==> src/rtl/pair_pkg.sv <==
// Shared encodings for the round-robin pair scheduler and its "11" detector.
package pair_pkg;

   typedef enum logic [1:0] {
      IDLE   = 2'd0,
      CLR    = 2'd1,
      RUN    = 2'd2,
      REPORT = 2'd3
   } sched_state_t;

   typedef enum logic {
      DET_A = 1'b0,
      DET_B = 1'b1
   } det_state_t;

endpackage

==> src/rtl/pair_det.sv <==
// Two-state Mealy detector for consecutive "11" pairs on a serial stream.
module pair_det
   import pair_pkg::*;
(
   input  logic clk,
   input  logic reset,
   input  logic clr,
   input  logic en,
   input  logic w,
   output logic z
);

   det_state_t state;

   // Clear wins over advance so a new burst always starts from A.
   always_ff @(posedge clk or posedge reset) begin
      if (reset) begin
         state <= DET_A;
      end else if (clr) begin
         state <= DET_A;
      end else if (en) begin
         state <= w ? DET_B : DET_A;
      end
   end

   assign z = (state == DET_B) & w;

endmodule

==> src/rtl/pair_sched.sv <==
// Round-robin scheduler sharing one "11" detector among NREQ serial requesters.
module pair_sched
   import pair_pkg::*;
#(
   parameter int unsigned NREQ  = 4,
   parameter int unsigned LEN_W = 4,
   parameter int unsigned ID_W  = 2
) (
   input  logic             clk,
   input  logic             reset,
   input  logic [NREQ-1:0]  req,
   input  logic [LEN_W-1:0] len,
   input  logic [NREQ-1:0]  bit_in,
   output logic [NREQ-1:0]  grant,
   output logic             done,
   output logic [LEN_W-1:0] hit_count,
   output logic [ID_W-1:0]  hit_id
);

   sched_state_t     state, nxt;
   logic [ID_W-1:0]  id, ptr, pick;
   logic [LEN_W-1:0] len_q, cnt, hit_ctr, hit_nxt;
   logic             det_clr, det_en, det_w, det_z;

   // First set request at or above ptr, wrapping; doubled vector avoids modulo indexing.
   function automatic logic [ID_W-1:0] rr_pick(input logic [NREQ-1:0] r,
                                                input logic [ID_W-1:0] p);
      logic [2*NREQ-1:0] dbl;
      logic [ID_W-1:0]   win;
      logic              found;
      dbl   = {r, r} >> p;
      win   = '0;
      found = 1'b0;
      for (int unsigned k = 0; k < NREQ; k++) begin
         if (!found && dbl[k]) begin
            win   = ID_W'((32'(p) + k) % NREQ);
            found = 1'b1;
         end
      end
      return win;
   endfunction

   assign pick    = rr_pick(req, ptr);
   assign det_clr = (state == CLR);
   assign det_en  = (state == RUN);
   assign det_w   = bit_in[id];

   pair_det u_det (
      .clk   (clk),
      .reset (reset),
      .clr   (det_clr),
      .en    (det_en),
      .w     (det_w),
      .z     (det_z)
   );

   always_ff @(posedge clk or posedge reset) begin
      if (reset) begin
         state <= IDLE;
      end else begin
         state <= nxt;
      end
   end

   always_comb begin
      nxt     = state;
      hit_nxt = hit_ctr;
      case (state)
         IDLE:    if (req != '0) nxt = CLR;
         CLR: begin
            hit_nxt = '0;
            nxt     = (len_q == '0) ? REPORT : RUN;
         end
         RUN: begin
            if (det_z) hit_nxt = hit_ctr + LEN_W'(1);
            if (cnt == LEN_W'(1)) nxt = REPORT;
         end
         REPORT:  nxt = IDLE;
         default: nxt = IDLE;
      endcase
   end

   // Outputs are registered from the next state so grant/done line up with CLR/RUN/REPORT.
   always_ff @(posedge clk or posedge reset) begin
      if (reset) begin
         id        <= '0;
         ptr       <= '0;
         len_q     <= '0;
         cnt       <= '0;
         hit_ctr   <= '0;
         grant     <= '0;
         done      <= 1'b0;
         hit_count <= '0;
         hit_id    <= '0;
      end else begin
         if (state == IDLE && req != '0) begin
            id    <= pick;
            len_q <= len;
         end
         if (state == CLR) begin
            cnt <= len_q;
            ptr <= (id == ID_W'(NREQ - 1)) ? '0 : id + ID_W'(1);
         end else if (state == RUN) begin
            cnt <= cnt - LEN_W'(1);
         end
         hit_ctr <= hit_nxt;
         if (nxt == CLR) begin
            grant <= NREQ'(1) << pick;
         end else if (nxt == RUN) begin
            grant <= NREQ'(1) << id;
         end else begin
            grant <= '0;
         end
         done <= (nxt == REPORT);
         if (nxt == REPORT) begin
            hit_count <= hit_nxt;
            hit_id    <= id;
         end
      end
   end

endmodule

==> config.mk <==
export PLATFORM = sky130hd
export DESIGN_NAME = pair_sched
export DESIGN_NICKNAME = d
export VERILOG_FILES = /design/src/rtl/pair_pkg.sv /design/src/rtl/pair_det.sv /design/src/rtl/pair_sched.sv
export SDC_FILE = /design/constraint.sdc
export NUM_CORES = 1
export LEC_CHECK = 0
export ABC_AREA = 1
export BUFFER_PORTS_ARGS = -buffer_cell sky130_fd_sc_hd__buf_2
export CORE_UTILIZATION = 40
export DETAILED_ROUTE_END_ITERATION = 10
export SYNTH_ARGS = -nofsm -noshare
export SYNTH_HDL_FRONTEND = slang
export SYNTH_SLANG_ARGS = --single-unit
==> constraint.sdc <==
create_clock -name clk -period 4.5 [get_ports clk]
set_input_delay 0.675 -clock clk [delete_from_list [all_inputs] [get_ports clk]]
set_output_delay 0.675 -clock clk [all_outputs]
set_load 0.005 [all_outputs]
Word level (Yosys, flattened, before mapping). Index checks and enable logic that the tools add are counted.

Register bits: 30. Bits in latches: 0. Output and inout bits: 11. Word-level logic and storage cells: 64. Bits in read-only memories: 0. Memories kept: 0. Bits in writable memories: 0. Input bits: 14.

Eq/ne operators: 8. Multiply operators: 0. Divide/modulo/power cells: 0. Reductions and logical operators: 11. $add $sub $neg: 6. Multiplexer cells: 23. Magnitude comparators: 1. Shift-type cells: 3. Bitwise logic cells: 1.

Operators with widths (number): $mux W4 (5); $mux W2 (7); $eq A2 B2 Y1 const B (5); $mux W1 (8); $pmux W2 S4 (1); $pmux W4 S2 (1); $shl A1 B2 Y4 const A (2); $shr A8 B2 Y4 (1); $add A2 B1 Y2 const B (2); $add A2 B2 Y2 const B (2); $add A4 B1 Y4 const B (1); $eq A2 B1 Y1 const B (2); $eq A4 B1 Y1 const B (1); $logic_and A1 B1 Y1 (4); $logic_not A4 Y1 (1); $reduce_bool A4 Y1 (1); $sub A4 B1 Y4 const B (1); $logic_not A1 Y1 (3); $lt A2 B3 Y1 const B (1); $bmux W1 S2 (1); $logic_not A2 Y1 (1); $reduce_bool A2 Y1 (1); $and A1 B1 Y1 (1).

Longest topological paths before layout. Gate-level depths: netlist of run 1.

Depth in word-level cells: 13. Gate-level depth with buffers: 12. Depth with buffers taken out: 11.

Cells and area by module. A second synthesis of run 1 with hierarchy kept.

Cells, all modules: 217. Area, all modules: 1809.2 um2.

By module, submodules not included: pair_sched (area each 1752.9 um2, instances 1, sequential area each 725.7 um2, cells an instance 208); pair_det (area each 56.3 um2, instances 1, sequential area each 25.0 um2, cells an instance 9).

Worst setup path after synthesis of run 1. OpenSTA, ideal clock, no wires.

Path type: input -> register. Start point: input req[3]. End point: register len_q[0]. Library setup time: 0.125 ns. Buffers on the path: 0. Path slack: 2.968 ns. Required time: 4.375 ns. Stages: 4. Arrival time: 1.407 ns. Cells stage by stage: inv_1 -> nand4_1 -> nand2_1 -> mux2_2.

Cells in the longest elaborated chain, start to end: 2.

RTL lines: start, declared (line pair_sched.sv:11) `input logic [NREQ-1:0] req,`; $reduce_bool A4 Y1 (line pair_sched.sv:96) `if (state == IDLE && req != '0) begin`; $logic_and A1 B1 Y1 (line pair_sched.sv:96); end signal, assigned (line pair_sched.sv:98) `len_q <= len;`; end, declared (line pair_sched.sv:22) `logic [LEN_W-1:0] len_q, cnt, hit_ctr, hit_nxt;`.

No other way between the ends. A chain may end at the register's enable or synchronous reset.

Final worst setup path of run 1.
Start point: register state[1]. End point: register grant[0].

Cells in the longest elaborated chain, start to end: 5. Elaborated cells on any way between the ends: 11. Those cells by class: eq/ne (5); mux (5); reduce/logical (1).

RTL lines: start, declared (line pair_sched.sv:20) `sched_state_t state, nxt;`; start signal, assigned (line pair_sched.sv:61) `state <= nxt;`; $eq A2 B2 Y1, or another cell as far along (line pair_sched.sv:68) `case (state)`; $pmux W2 S4 * (line pair_sched.sv:68); $eq A2 B2 Y1 (line pair_sched.sv:109) `end else if (nxt == RUN) begin`; $mux W4 (line pair_sched.sv:109); $mux W4 * (line pair_sched.sv:107) `if (nxt == CLR) begin`; end signal, assigned (line pair_sched.sv:108) `grant <= NREQ'(1) << pick;`; end signal, assigned (line pair_sched.sv:110) `grant <= NREQ'(1) << id;`; end, declared (line pair_sched.sv:14) `output logic [NREQ-1:0] grant,`.

Mark *: on every way between the ends. The rest lies on a longest branch, timed or not.

==> results of run 1 <==
[metrics by stage]
| stage | hold slack (ns) | instance area (µm²) | total power, µW | instances | utilization |
|---|---|---|---|---|---|
| 2_1_floorplan | 0.468 | 1850 | 1130 | 224 | - |
| 3_3_place_gp | 0.467 | 2000 | 1280 | 296 | 0.454 |
| 3_5_place_dp | 0.462 | 2000 | 1290 | 296 | 0.454 |
| 4_1_cts | 0.468 | 2090 | 1520 | 304 | 0.474 |
| 5_1_grt | 0.495 | 2090 | 1650 | 304 | 0.474 |
| 6_report | 0.457 | 2090 | 1500 | 304 | 0.474 |
[worst paths after layout]
kind / slack [ns] / cells after the start / endpoint / startpoint
setup / recovery: 2.64 / 10 / grant[0] / state[1]
hold / removal: 0.46 / 3 / grant[2] / reset
setup reg to reg: 2.64 / 10 / grant[0] / state[1]
hold reg to reg: 0.48 / 2 / hit_count[3] / hit_count[3]
max in group asynchronous: 3.76 / 3 / hit_count[0] / reset
min in group clk: 0.48 / 2 / hit_count[3] / hit_count[3]
[sequential cells by signal, indices dropped and copies added (netlist names)]
signal and cells:
id 2, ptr 2, done 1, cnt 4, state 2, grant 4
u_det.state 1, hit_ctr 4, len_q 4, hit_count 4, hit_id 2
[cells in the final DEF (no fill, tap or decap), types with 7 or more instances in the layout]
| master | synthesis | routed |
|---|---|---|
| dfrtp_1 | 30 | 30 |
| nor2_1 | 8 | 8 |
| buf_2 | 0 | 24 |
| ha_1 | 11 | 11 |
| nand3_1 | 19 | 19 |
| nand2_2 | 8 | 8 |
| o21ai_1 | 9 | 9 |
| nand2_1 | 58 | 58 |
| inv_1 | 26 | 26 |
| nand3_2 | 7 | 7 |
| o21ai_0 | 7 | 7 |
[area by class of cell]
cell class                      instances  share of cell area
Clock buffer                            7              0.0412
Clock inverter                          1             0.00239
Inverter                               31              0.0556
Multi-Input combinational cell        158               0.450
Sequential cell                        30               0.359
Tap cell                               52              0.0311
Timing Repair Buffer                   25              0.0610
[report_power, final]
group          internal, µW  leakage [µW]  total (µW)  switching (µW)
Combinational           294      0.000706         828             534
Sequential              374      0.000382         453            79.2
Clock                   123     0.0000482         220            97.2
Total                   791       0.00114        1500             711
[cell families (layout without fill, tap and decap cells)]
logic type / after synthesis / after routing / synth area share
compound gates: 24 / 24 / 0.0717
xor+xnor: 4 / 4 / 0.0189
fa+ha+maj: 11 / 11 / 0.0744
buf+inv: 36 / 64 / 0.0852
flops: 30 / 30 / 0.406
mux: 4 / 4 / 0.0243
simple gates: 115 / 115 / 0.320
[per-layer routing]
metal | vias to the layer above | global-route usage | share of wire
met2 | 20 | 0.257 | 0.47
met5 | - | 0 | 0
met4 | 0 | 0.0667 | 0.0063
met1 | 658 | 0.195 | 0.49
li1 | 773 | - | -
met3 | 2 | 0.0418 | 0.034
[critical path: cells and delay by family (launching register included)]
| family | cells | cell delay (ns) |
|---|---|---|
| AND/OR/NAND/NOR | 6 | 0.71 |
| flip-flops | 1 | 0.38 |
| adder cells (fa/ha/maj) | 1 | 0.35 |
| buffers and inverters | 2 | 0.22 |
| AO/OA/AOI/OAI | 1 | 0.13 |
==> metrics, run 1 <==
Multi-input gate area 942 µm²; post-synth top area cell dfrtp_1; Max Buffers Root-to-Sink 2; final wirelength 3490 µm; CTS tree built; layout cell share with drive strength beyond 1 0.258; Row Count 24; Critical Path End Type flop; Inserted Clock Buffers 5; first-pass GRT wire length around 6000 µm; max incr delay on CP 0.38 ns; synth unique cells 28; critical-path cell list inv_1, ha_1, inv_2, nor2_4, nand2_1, nand3_2, nand2_2, nor2_1, nand3_1, o21ai_1; Pleak 0.00114 µW; Detailed Place HPWL 2630 µm; crit path launch type flop; Synth area leaders dfrtp_1 (41%), nand2_1 (12%), ha_1 (7.4%); Slew HR 0.717; slowest cell on the critical path dfrtp_1; Die Ht approximately 70 µm; post-route clock period utilization 0.414; Syn. warnings 0; Synth top cells by count nand2_1 (58), dfrtp_1 (30), inv_1 (26); Via Count approximately 1,500; Placeable Area between 4000 and 5000 µm²; Filler cells approximately 460; Setup CP Type reg2reg; Setup Skew approximately 0.005 ns; Fmax 537 MHz; io pins 25; gr ovfl total 0; # diodes 0; Max-Cap Viols 0; CTS Root Cell clkbuf_8; dpl ws 2.62 ns; die footprint 4900 µm²; Final setup violation count 0; initial antenna violation count 0; gr usage total 0.157; 1st-iter DRT viols 66; Area Growth Syn to Fin 13.1%; drt first pass iters 4; Post-synth EDFFs 0; Seq. cell area 751 µm²; register area share after synthesis 0.406; CTS resizes 0; H-tree levels 2; status complete, no violations; share of async-settable or async-resettable flops after synthesis 1.00; Die Wd 70.0 µm; CP max FO 8; vias in the first global route 1,346; power per cell area 718 nW/µm²; Worst VDD drop 0.322 mV; Fin. Hold Viols 0; syn_area_per_cell 8.26 µm²; RSZ-0062 raised after global routing no; Post-CTS Setup Inserts 0; worst path arrival time 2.07 ns; Clock Latency Late Sink 0.28 ns; Hold Crit Class in2async; largest net degree at the start of global routing 31; Reg clk slew, reported paths roughly 0.060 ns; Synth Net Count 249; total negative slack 0 ns; clock sinks 30; Via density between 4 and 5; post-route ant nets 0; Req. time, crit path 4.71 ns; top-area cell type share of the netlist area 0.406; routed wire length per instance around 11 µm; synthesized area 1850 µm²; register bit count reported by yosys 30; RePlAce Congestion just over 0.8; cts hold-fix bufs 0; Tmin final 1.86 ns; Initial Util 0.419; Syn Inst Count between 200 and 250; most numerous cell in the Yosys netlist nand2_1; port bufs 24; worst setup margin 2.64 ns; Least-Margin Pin Slew 0.424 ns; nets roughly 280; Top FF cell, synth dfrtp_1; Pins Over Slew Limit 0; Residual DRC 0
No activity file was read; power rests on OpenSTA's default activity.
==> run 2: changes to the inputs <==
Settings changed: ABC_AREA 1 to 0.
Clock period 4.5 ns to 1.8 ns, I/O delays scaled along.
==> run 2 against run 1 <==
Clock-buffer cell count unchanged. Fmax increased by 6.7%. Area after synthesis decreased by 18%. Global-route usage increased by 0.98 points.
==> metrics, run 2 <==
status complete, no violations; gr usage total 0.167 (+0.00976); synthesized area 1520 µm² (-18%); Syn. warnings 0 (unchanged); Synth Net Count 160 (-36%); Pleak 0.000913 µW (-20%); share of async-settable or async-resettable flops after synthesis 1.00 (unchanged); Via Count 1,119 (-23%); Slew HR 0.741 (+0.0237); gr ovfl total 0 (unchanged); post-synth top area cell dfrtp_1; XOR/XNOR share of the synthesized area 0.0222 (+0.00329); commonest non-fill, non-tap cell in the layout dfrtp_1; post-route clock period utilization 0.969 (+0.555); Final Instance Area 1860 µm² (-11%); Die Ht 63.7 µm (-9.1%); critical-path cell list inv_1, ha_1, a21oi_1, a22oi_2, buf_4, nand2_4, mux2_2; Clock Latency Late Sink 0.28 ns (about the same); Pins Over Slew Limit 0 (unchanged); Reg clk slew, reported paths 0.06 ns (about the same); Fin. Hold Viols 0 (unchanged); Least-Margin Pin Slew 0.388 ns (-0.0356 ns); # diodes 0 (unchanged); Via density 5.06 (+5.9%); area post-placement 1750 µm² (-13%); 1st-iter DRT viols 29 (-56%); H-tree levels 2 (unchanged); io pins 25 (unchanged); Inserted Clock Buffers 5 (unchanged); Placeable Area 3660 µm² (-17%); synth unique cells 34 (+21%); power per cell area 1790 nW/µm² (+150%); Top FF cell, synth dfrtp_1; Post-Synth Simple-Gate Area 0.130 (-0.190); Synth top cells by count dfrtp_1 (30), nor2_1 (13), ha_1 (11); Worst VDD drop 0.874 mV (+170%); most frequent cells in the layout dfrtp_1 (30), buf_2 (24), nor2_1 (13); Tmin final 1.74 ns (-0.118 ns); CP max FO 7 (-1); R2R Setup Slk 0.06 ns (-2.58 ns); Die Wd 63.7 µm (-9.1%); worst r2r src state[0]; Req. time, crit path 1.96 ns (-2.75 ns); layout cell share with drive strength beyond 1 0.347 (+0.0889); crit path launch state[0]; RePlAce Congestion 0.787 (-4.3%); Final setup violation count 0 (unchanged); register bit count reported by yosys 30 (unchanged); register area share after synthesis 0.494 (+0.0881); Compound-Gate Fraction of Synth Area 0.132 (+0.0600); CTS tree built; Hold Crit Class in2async; Syn Inst Count 135 (-40%); CTS Root Cell clkbuf_8; crit path launch type flop; syn_area_per_cell 11.3 µm² (+36%); Detailed Place HPWL 2180 µm (-17%); dpl ws 0.0356 ns (-2.59 ns); routed wire length per instance 13.7 µm (+19%); final wirelength 3030 µm (-13%); nets 197 (-29%); first-pass GRT wire length 5040 µm (-16%); worst setup margin 0.0557 ns (-2.58 ns); die footprint 4050 µm² (-17%); utilization after layout 0.509 (+0.0350); slowest cell on the critical path dfrtp_1; multiplexer share of the synthesized area 0.0947 (+0.0703); largest family of logic cells by synthesized area compound AO/OA/AOI/OAI gates; top-area cell type share of the netlist area 0.494 (+0.0881); worst path arrival time 1.91 ns (-0.16 ns); Fmax 573 MHz (+6.7%); Synth area leaders dfrtp_1 (49%), ha_1 (9.1%), mux2_2 (6.7%); Critical Path End Type flop; final std cells w/o fill 221 (-27%); Residual DRC 0 (unchanged); most numerous cell in the Yosys netlist dfrtp_1; max incr delay on CP 0.39 ns (about the same); Max-Cap Viols 0 (unchanged); port bufs 24 (unchanged); post-route ant nets 0 (unchanged); clock sinks 30 (unchanged); Initial Util 0.415 (-0.00398); Setup Skew 0.00448 ns (-0.000580 ns); drt first pass iters 4 (unchanged); reg-to-reg endpoint hit_count[0]; Row Count 22 (-8.3%); # placed instances 212 (-28%); largest net degree at the start of global routing 31 (unchanged); cts hold-fix bufs 0 (unchanged); Synth Area in Adders 0.0905 (+0.0162); vias in the first global route 1,061 (-21%); Post-synth EDFFs 0 (unchanged); Setup CP Type reg2reg; Max Buffers Root-to-Sink 2 (unchanged); Area Growth Syn to Fin 22.6%; initial antenna violation count 0 (unchanged); worst r2r path cells 7 (-3)
-- run 2: changes by cell type after synthesis, sizes merged, moves of 4 or more --
cell     previous run  this run
o21ai              16         7
o2bb2ai             0         5
nand4               6         1
a22o                0         4
inv                31         9
nand2              68         9
mux2                4         9
nand3              26         3
-- run 2: layout make-up --
type                            count  area [µm²]
Fill cell                         322        1800
Sequential cell                    30         751
Multi-Input combinational cell     92         729
Timing Repair Buffer               34         199
Clock buffer                        7        86.3
Tap cell                           48        60.1
Inverter                            9        33.8
Clock inverter                      1        5.00
-- run 2: power breakdown --
part	switching [µW]	leakage, µW	internal, µW
clock	245	0.0000482	308
sequential	184	0.000381	939
combinational	845	0.000484	819
total	1270	0.000913	2070
-- run 2: repair_timing --
action                     CTS  global route
setup endpoints to repair    0             6
hold endpoints to repair     0             0
buffers inserted             0             1
gates resized for setup      0             6
-- run 2: worst max path at each step --
stage,to,cells past startpoint
floorplan,hit_count[0],6
global placement,hit_id[0],6
detailed placement,hit_count[0],6
CTS,hit_count[3],6
global route,hit_count[0],7
finish,hit_count[0],7
-- run 2: cell families (layout without fill, tap and decap cells) --
family	Yosys count	after routing
multiplexers	12	12
flip-flops	30	30
XOR/XNOR	3	3
AO/OA/AOI/OAI	28	28
buffers and inverters	13	51
adder cells (fa/ha/maj)	11	11
AND/OR/NAND/NOR	38	38
-- run 2: layer usage --
metal / vias to the layer above / global-route usage / wire length (µm)
met2: 18 / 0.273 / 1580
met4: 0 / 0.0682 / 53
li1: 551 / - / -
met3: 7 / 0.0507 / 105
met5: - / 0 / 0
met1: 543 / 0.203 / 1290
-- run 2: per-stage QoR --
step	power, µW	setup TNS, ns	hold WS [ns]
floorplan	2260	0	0.361
global placement	2680	0	0.362
detailed placement	2720	0	0.374
CTS	3300	0	0.0746
global route	3620	-0.0725	0.105
finish	3340	0	0.0590
-- run 2: worst max-delay path: cells and delay by family, from the launching register on --
| family | cells | cell delay (ns) |
|---|---|---|
| compound gates | 2 | 0.32 |
| fa+ha+maj | 1 | 0.23 |
| buf+inv | 2 | 0.25 |
| flops | 1 | 0.39 |
| mux | 1 | 0.34 |
| simple gates | 1 | 0.10 |
